===== src/rtl/gesture_frame_unpacker.sv =====
// Gesture frame unpacker: recovers label/distance from a packed HDC frame
// and streams a header word plus the sign-restored samples.
module gesture_frame_unpacker #(
  parameter int LABEL_WIDTH     = 5,
  parameter int DISTANCE_WIDTH  = 10,
  parameter int WORDS_PER_FRAME = 64
) (
  input  logic                          Clk_CI,
  input  logic                          Reset_RI,
  input  logic                          ValidIn_SI,
  output logic                          ReadyOut_SO,
  input  logic [16*WORDS_PER_FRAME-1:0] FrameIn_DI,
  output logic                          ValidOut_SO,
  input  logic                          ReadyIn_SI,
  output logic [15:0]                   WordOut_DO,
  output logic                          LastOut_SO,
  output logic [LABEL_WIDTH-1:0]        LabelOut_DO,
  output logic [DISTANCE_WIDTH-1:0]     DistanceOut_DO,
  output logic                          ResultChange_SO,
  output logic [15:0]                   FrameCnt_DO,
  output logic [7:0]                    DropCnt_DO
);

  localparam int FW   = 16 * WORDS_PER_FRAME;
  localparam int EMB  = LABEL_WIDTH + DISTANCE_WIDTH;
  localparam int IDXW = $clog2(WORDS_PER_FRAME);

  typedef enum logic [1:0] {IDLE, HEADER, BODY} state_t;

  state_t                    state_q;
  logic [FW-1:0]             frame_q;
  logic [6:0]                idx_q;
  logic [LABEL_WIDTH-1:0]    label_q;
  logic [DISTANCE_WIDTH-1:0] dist_q;
  logic [15:0]               word_q;
  logic                      valid_q;
  logic                      last_q;
  logic                      change_q;
  logic [15:0]               cnt_q;
  logic [7:0]                drop_q;

  logic [LABEL_WIDTH-1:0]    label_new;
  logic [DISTANCE_WIDTH-1:0] dist_new;
  logic [IDXW-1:0]           sel_idx;
  logic [15:0]               raw_word;
  logic [15:0]               out_word;
  logic                      hs;

  always_comb begin
    label_new = '0;
    dist_new  = '0;
    for (int i = 0; i < LABEL_WIDTH; i++)
      label_new[i] = FrameIn_DI[16*i+15];
    for (int i = 0; i < DISTANCE_WIDTH; i++)
      dist_new[i] = FrameIn_DI[16*(i+LABEL_WIDTH)+15];
  end

  // Word to present after the current handshake
  always_comb begin
    sel_idx = '0;
    if (state_q == BODY)
      sel_idx = IDXW'(idx_q + 7'd1);
    raw_word = frame_q[16*int'(sel_idx) +: 16];
    out_word = raw_word;
    if (sel_idx < IDXW'(EMB))
      out_word[15] = raw_word[14];
  end

  assign hs = valid_q && ReadyIn_SI;

  always_ff @(posedge Clk_CI) begin
    if (Reset_RI) begin
      state_q  <= IDLE;
      frame_q  <= '0;
      idx_q    <= '0;
      label_q  <= '0;
      dist_q   <= '0;
      word_q   <= '0;
      valid_q  <= 1'b0;
      last_q   <= 1'b0;
      change_q <= 1'b0;
      cnt_q    <= '0;
      drop_q   <= '0;
    end else begin
      change_q <= 1'b0;
      unique case (state_q)
        IDLE: begin
          if (ValidIn_SI) begin
            frame_q  <= FrameIn_DI;
            label_q  <= label_new;
            dist_q   <= dist_new;
            cnt_q    <= cnt_q + 16'd1;
            change_q <= (label_new != label_q);
            word_q   <= {1'b1, label_new, dist_new};
            valid_q  <= 1'b1;
            last_q   <= 1'b0;
            state_q  <= HEADER;
          end
        end
        HEADER: begin
          if (hs) begin
            idx_q   <= '0;
            word_q  <= out_word;
            last_q  <= (sel_idx == IDXW'(WORDS_PER_FRAME-1));
            state_q <= BODY;
          end
        end
        BODY: begin
          if (hs) begin
            if (idx_q == 7'(WORDS_PER_FRAME-1)) begin
              idx_q   <= '0;
              word_q  <= '0;
              valid_q <= 1'b0;
              last_q  <= 1'b0;
              state_q <= IDLE;
            end else begin
              idx_q  <= idx_q + 7'd1;
              word_q <= out_word;
              last_q <= (sel_idx == IDXW'(WORDS_PER_FRAME-1));
            end
          end
        end
        default: state_q <= IDLE;
      endcase
      if (ValidIn_SI && state_q != IDLE && drop_q != 8'hFF)
        drop_q <= drop_q + 8'd1;
    end
  end

  assign ReadyOut_SO     = (state_q == IDLE) && !Reset_RI;
  assign ValidOut_SO     = valid_q;
  assign WordOut_DO      = word_q;
  assign LastOut_SO      = last_q;
  assign LabelOut_DO     = label_q;
  assign DistanceOut_DO  = dist_q;
  assign ResultChange_SO = change_q;
  assign FrameCnt_DO     = cnt_q;
  assign DropCnt_DO      = drop_q;

endmodule

===== config.mk =====
export PLATFORM = sky130hd
export DESIGN_NAME = gesture_frame_unpacker
export DESIGN_NICKNAME = d
export VERILOG_FILES = /design/src/rtl/gesture_frame_unpacker.sv
export SDC_FILE = /design/constraint.sdc
export NUM_CORES = 2
export LEC_CHECK = 0
export ABC_AREA = 1
export CAP_MARGIN = 0
export CELL_PAD_IN_SITES_DETAIL_PLACEMENT = 0
export CELL_PAD_IN_SITES_GLOBAL_PLACEMENT = 1
export CORE_AREA = 2 2 428 430
export CTS_CLUSTER_DIAMETER = 60
export DETAILED_ROUTE_END_ITERATION = 8
export DIE_AREA = 0 0 430 432
export PLACE_DENSITY_LB_ADDON = 0.1
export SLEW_MARGIN = 0
export SYNTH_ARGS = -nofsm -noshare
export SYNTH_HDL_FRONTEND = slang
export SYNTH_SLANG_ARGS = --single-unit
export TNS_END_PERCENT = 5

===== constraint.sdc =====
create_clock -name Clk_CI -period 2.3 [get_ports Clk_CI]
set_input_delay 0.69 -clock Clk_CI [delete_from_list [all_inputs] [get_ports Clk_CI]]
set_output_delay 0.69 -clock Clk_CI [all_outputs]
set_load 0.05 [all_outputs]

; ---- Word level (Yosys, flattened, before mapping)
; Cells that the tools add are included.
; W data, S select, Z words.
[word_totals]
regBits = 1091
in_bits = 1028
out_inout_bits = 59
[classes]
add_sub_neg = 3
n_lt_le_gt_ge = 1
eq_ne = 10
shift = 1
muxes = 25
bitwise = 2
reduce_logical = 16
[op_table]
columns = cell, n
row1 = $shiftx A1024 B11 Y16, 1
row2 = $mux W16, 4
row3 = $pmux W16 S3, 1
row4 = $mux W7, 3
row5 = $add A16 B1 Y16 const B, 1
row6 = $pmux W7 S2, 1
row7 = $reduce_and A4 Y1, 3
row8 = $add A8 B1 Y8 const B, 1
row9 = $mux W1, 8
row10 = $mux W2, 4
row11 = $ne A8 B8 Y1 const B, 1
row12 = $add A7 B1 Y7 const B, 1
row13 = $eq A7 B6 Y1 const B, 1
row14 = $eq A6 B6 Y1 const B, 1
row15 = $lt A6 B4 Y1 const B, 1
row16 = $mux W6, 1
row17 = $ne A2 B2 Y1 const B, 3
row18 = $pmux W2 S3, 1
row19 = $reduce_bool A2 Y1, 3
row20 = $ne A5 B5 Y1, 1
row21 = $logic_and A1 B1 Y1, 4
row22 = $pmux W1 S3, 1
row23 = $reduce_and A3 Y1, 1
row24 = $reduce_bool A3 Y1, 1
row25 = 9 further kinds, 10

; ---- Logic depth before layout (Yosys ltp)
[depth]
word_depth = 7
mapped_depth = 16
ltp_nobuf = 14

; ---- Least setup slack after synthesis
; OpenSTA, ideal clock, no wires.
[synth_path]
path_type = input -> output
startpoint = in Reset_RI
endpoint = out ReadyOut_SO
t_arrival_ns = 1.742
setup_slack_ns = -0.132
stages = 3
n_path_buf = 2
path_cell_list = clkbuf_1 -> buf_1 -> nor2_1
[synth_via]
elab_chain_len = 2
[synth_lines]
columns = item, line
row1 = from (decl), 9  ; input logic Reset_RI,
row2 = $logic_not A1 Y1, 130  ; assign ReadyOut_SO = (state_q == IDLE) && !Reset_RI;
row3 = $logic_and A1 B1 Y1, 130
row4 = to (decl), 11  ; output logic ReadyOut_SO,
; Every way passes these cells.

; ---- Worst setup path after layout
[layout_path]
startpoint = reg state_q[1]
endpoint = out ReadyOut_SO
[layout_via]
elab_chain_len = 2
[layout_lines]
columns = item, line
row1 = from (decl), 30  ; state_t state_q;
row2 = from (signal assigned), 73  ; state_q <= IDLE;
row3 = from (signal assigned), 97  ; state_q <= HEADER;
row4 = from (signal assigned), 105  ; state_q <= BODY;
row5 = $logic_not A2 Y1, 130
row6 = $logic_and A1 B1 Y1, 130
; Every way passes these cells.

==> metrics.cfg <==
[outcome]
outcome = finished with violations
violations = setup timing

[clocking]
cts.sinks = 1076
path_clk_slew_ns = 0.06
ctsHoldBuffers = 0
numCtsBuffers = 142
cts_root_buf = clkbuf_16
cts_tree = yes
cts_buffer_depth = 3
insertion_delay_ns = 0.78
h-tree-depth = 4

[sta]
slew_headroom = 0.575
fin_crit_sh = 1.09
rsz0062_at_grt = true
tightest_slew_ns = 0.637
hold_viol = 0
finalMaxSlewViolations = 0
skew_ns = 0.0314
setup_viol = 17
hold-worst-slack_ns = 0.444
finalCriticalPeriod_ns = 2.51
layout_setup_ws_ns = -0.209
max_freq_ghz = 0.399

[cells_and_area]
layout_common_cells = nor2_1 (1819), o21ai_0 (1086), dfxtp_1 (1066)
regArea_sq_um = 21600
multiInputGateArea_sq_um = 25500
fill_cells = 18800
num-nets-final = 9418
layout_commonest_cell = nor2_1
fin_cells = 10900
areaGrowthSynthToFinish_pct = 63.3
drive_gt1_frac = 0.193

[run]
maxCapViolCount = 0

[power]
leakage_nw = 30.9
switching_share = 0.375
p_sw_mw = 30.6
pwr-share-clk = 0.275
ir_drop_v = 0.000515
power.total_mw = 81.5
intPower_mw = 50.9
comb_power_share = 0.397
p_per_area_nw_per_um2 = 1070
seq_power_share = 0.328

[yosys]
avgSynthCellArea_sq_um = 6.81
yosys.area.top_type_share = 0.460
ys_warn_count = 0
yosysTopAreaCell = dfxtp_1
netlist_area_sq_um = 46900
yosys-top-cells-area = dfxtp_1 (46%), nor2_1 (15%), o21ai_0 (12%)
yosysSeqAreaShare = 0.460
syn_inst = 6877
syn_nets = 7912
synth_seq_cells = 1076
synth_cell_types = 33

[drt]
drtIter0Drc = 3587
vias = 52800
firstDrtPassIters = 6
wirelength_um = 266000
via_per_inst = 4.84
wire_per_inst_um = 24.4
post-route-drc-count = 0
ant_nets = 0

[placement]
io_buffer_count = 1086
gp_congestion = 0.892
place_inst = 10500
pre_cts_ws_ns = -0.555
dp_hpwl_um = 199000

[worst_setup_path]
path_class = reg2out
startpoint = state_q[1]
crit_fanout = 3
crit_path_end_kind = primary output
startpoint_type = flip-flop
rr_startpoint = state_q[0]
cp.required_ns = 1.61
cp.arrival_ns = 1.82

[global_routing]
first_global_vias = 52200
overflow = 0
grt_first_pass_wirelength_um = 371000
grt_use_total = 0.276
grt_max_degree = 100
antenna_found_initial = 47

[die]
start_util = 0.258
core-area_sq_um = 182000
io-pin-count = 1087
die_w_um = 430
die-height_um = 432
num_rows = 157
fp.dieArea_sq_um = 186000

[hold_path]
hp-start = frame_q[608]
holdCritPathClass = reg2reg

-- path summary, 6_finish.rpt --
| check | end | slack [ns] | depth (start not counted) |
|---|---|---|---|
| worst min-delay path | frame_q[608] | 0.44 | 2 |
| worst min register to register | frame_q[608] | 0.44 | 2 |
| worst max register to register | WordOut_DO[9] | -0.18 | 17 |
| worst max-delay path | ReadyOut_SO | -0.21 | 7 |
-- per-stage QoR --
stage | util | TNS, ns | instance area, sq um
floorplan | - | 0 | 46900
global placement | 0.361 | -344.60 | 65600
detailed placement | 0.361 | -350.68 | 65600
CTS | 0.415 | -3.28 | 75500
global route | 0.421 | -4.14 | 76500
finish | 0.421 | -2.21 | 76500
-- logic make-up after synthesis --
| group | after synthesis | share of synthesized area |
|---|---|---|
| buffers and inverters | 751 | 0.0646 |
| XOR/XNOR | 5 | 0.000935 |
| AO/OA/AOI/OAI | 1441 | 0.158 |
| adder cells (fa/ha/maj) | 7 | 0.00187 |
| flip-flops | 1076 | 0.460 |
| AND/OR/NAND/NOR | 3597 | 0.314 |
-- final cells by class --
class / count / area share
Tap cell: 2385 / 0.0390
Timing Repair Buffer: 1948 / 0.276
Clock buffer: 194 / 0.0531
Inverter: 165 / 0.00885
Clock inverter: 53 / 0.00772
Antenna cell: 31 / 0.00101
Multi-Input combinational cell: 5050 / 0.333
Sequential cell: 1076 / 0.282
-- layer usage --
layer	global-route usage	vias to the layer above	part of all wire
met1	0.338	25200	0.42
met2	0.480	1463	0.49
met3	0.0337	384	0.040
li1	-	25700	-
met5	0	-	0.00023
met4	0.128	10	0.048
-- what timing repair did --
action | in CTS | in global routing
gates cloned | 41 | 8
setup endpoints to repair | 642 | 97
pin swaps | 150 | 82
setup buffers | 102 | 16
resized for setup | 701 | 145
-- worst max-delay path, cell delays in order, from the launching register on --
cell     delay [ns]
dfxtp_2        0.34
buf_6          0.12
inv_4          0.05
ha_4           0.13
buf_6          0.11
inv_8          0.04
nor2_4         0.10
buf_12         0.14
-- registers in the layout, summed over array words and instances, names as in the netlist --
signal	flops
DropCnt_DO	8
FrameCnt_DO	16
LastOut_SO	1
ResultChange_SO	1
ValidOut_SO	1
WordOut_DO	16
frame_q	1024
idx_q	7
state_q	2
-- synthesized netlist by cell type, drive strengths merged --
library cell / n
xor2: 4
a21o: 1
a21oi: 250
o211ai: 77
o21ai: 1106
nand3: 912
nor2: 1830
inv: 163
o21a: 1
and3: 2
clkinv: 2
ha: 7
nor3: 13
nand4: 2
xnor2: 1
dfxtp: 1076
nor4: 3
a211oi: 3
nand2: 831
buf: 168
o21bai: 2
clkbuf: 418
a221oi: 1
nor3b: 2
or2: 2
-- power by group through the flow --
| stage | clock network (mW) | logic (mW) | registers, mW |
|---|---|---|---|
| after global placement | 0 | 27.6 | 26.9 |
| after detailed placement | 0 | 27.7 | 27.0 |
| after global routing | 23.6 | 35.2 | 27.3 |
| after CTS | 22.9 | 31.9 | 26.7 |
| final | 22.4 | 32.4 | 26.7 |
| after floorplan | 0 | 14.0 | 26.5 |
No activity file was read; power rests on OpenSTA's default activity.
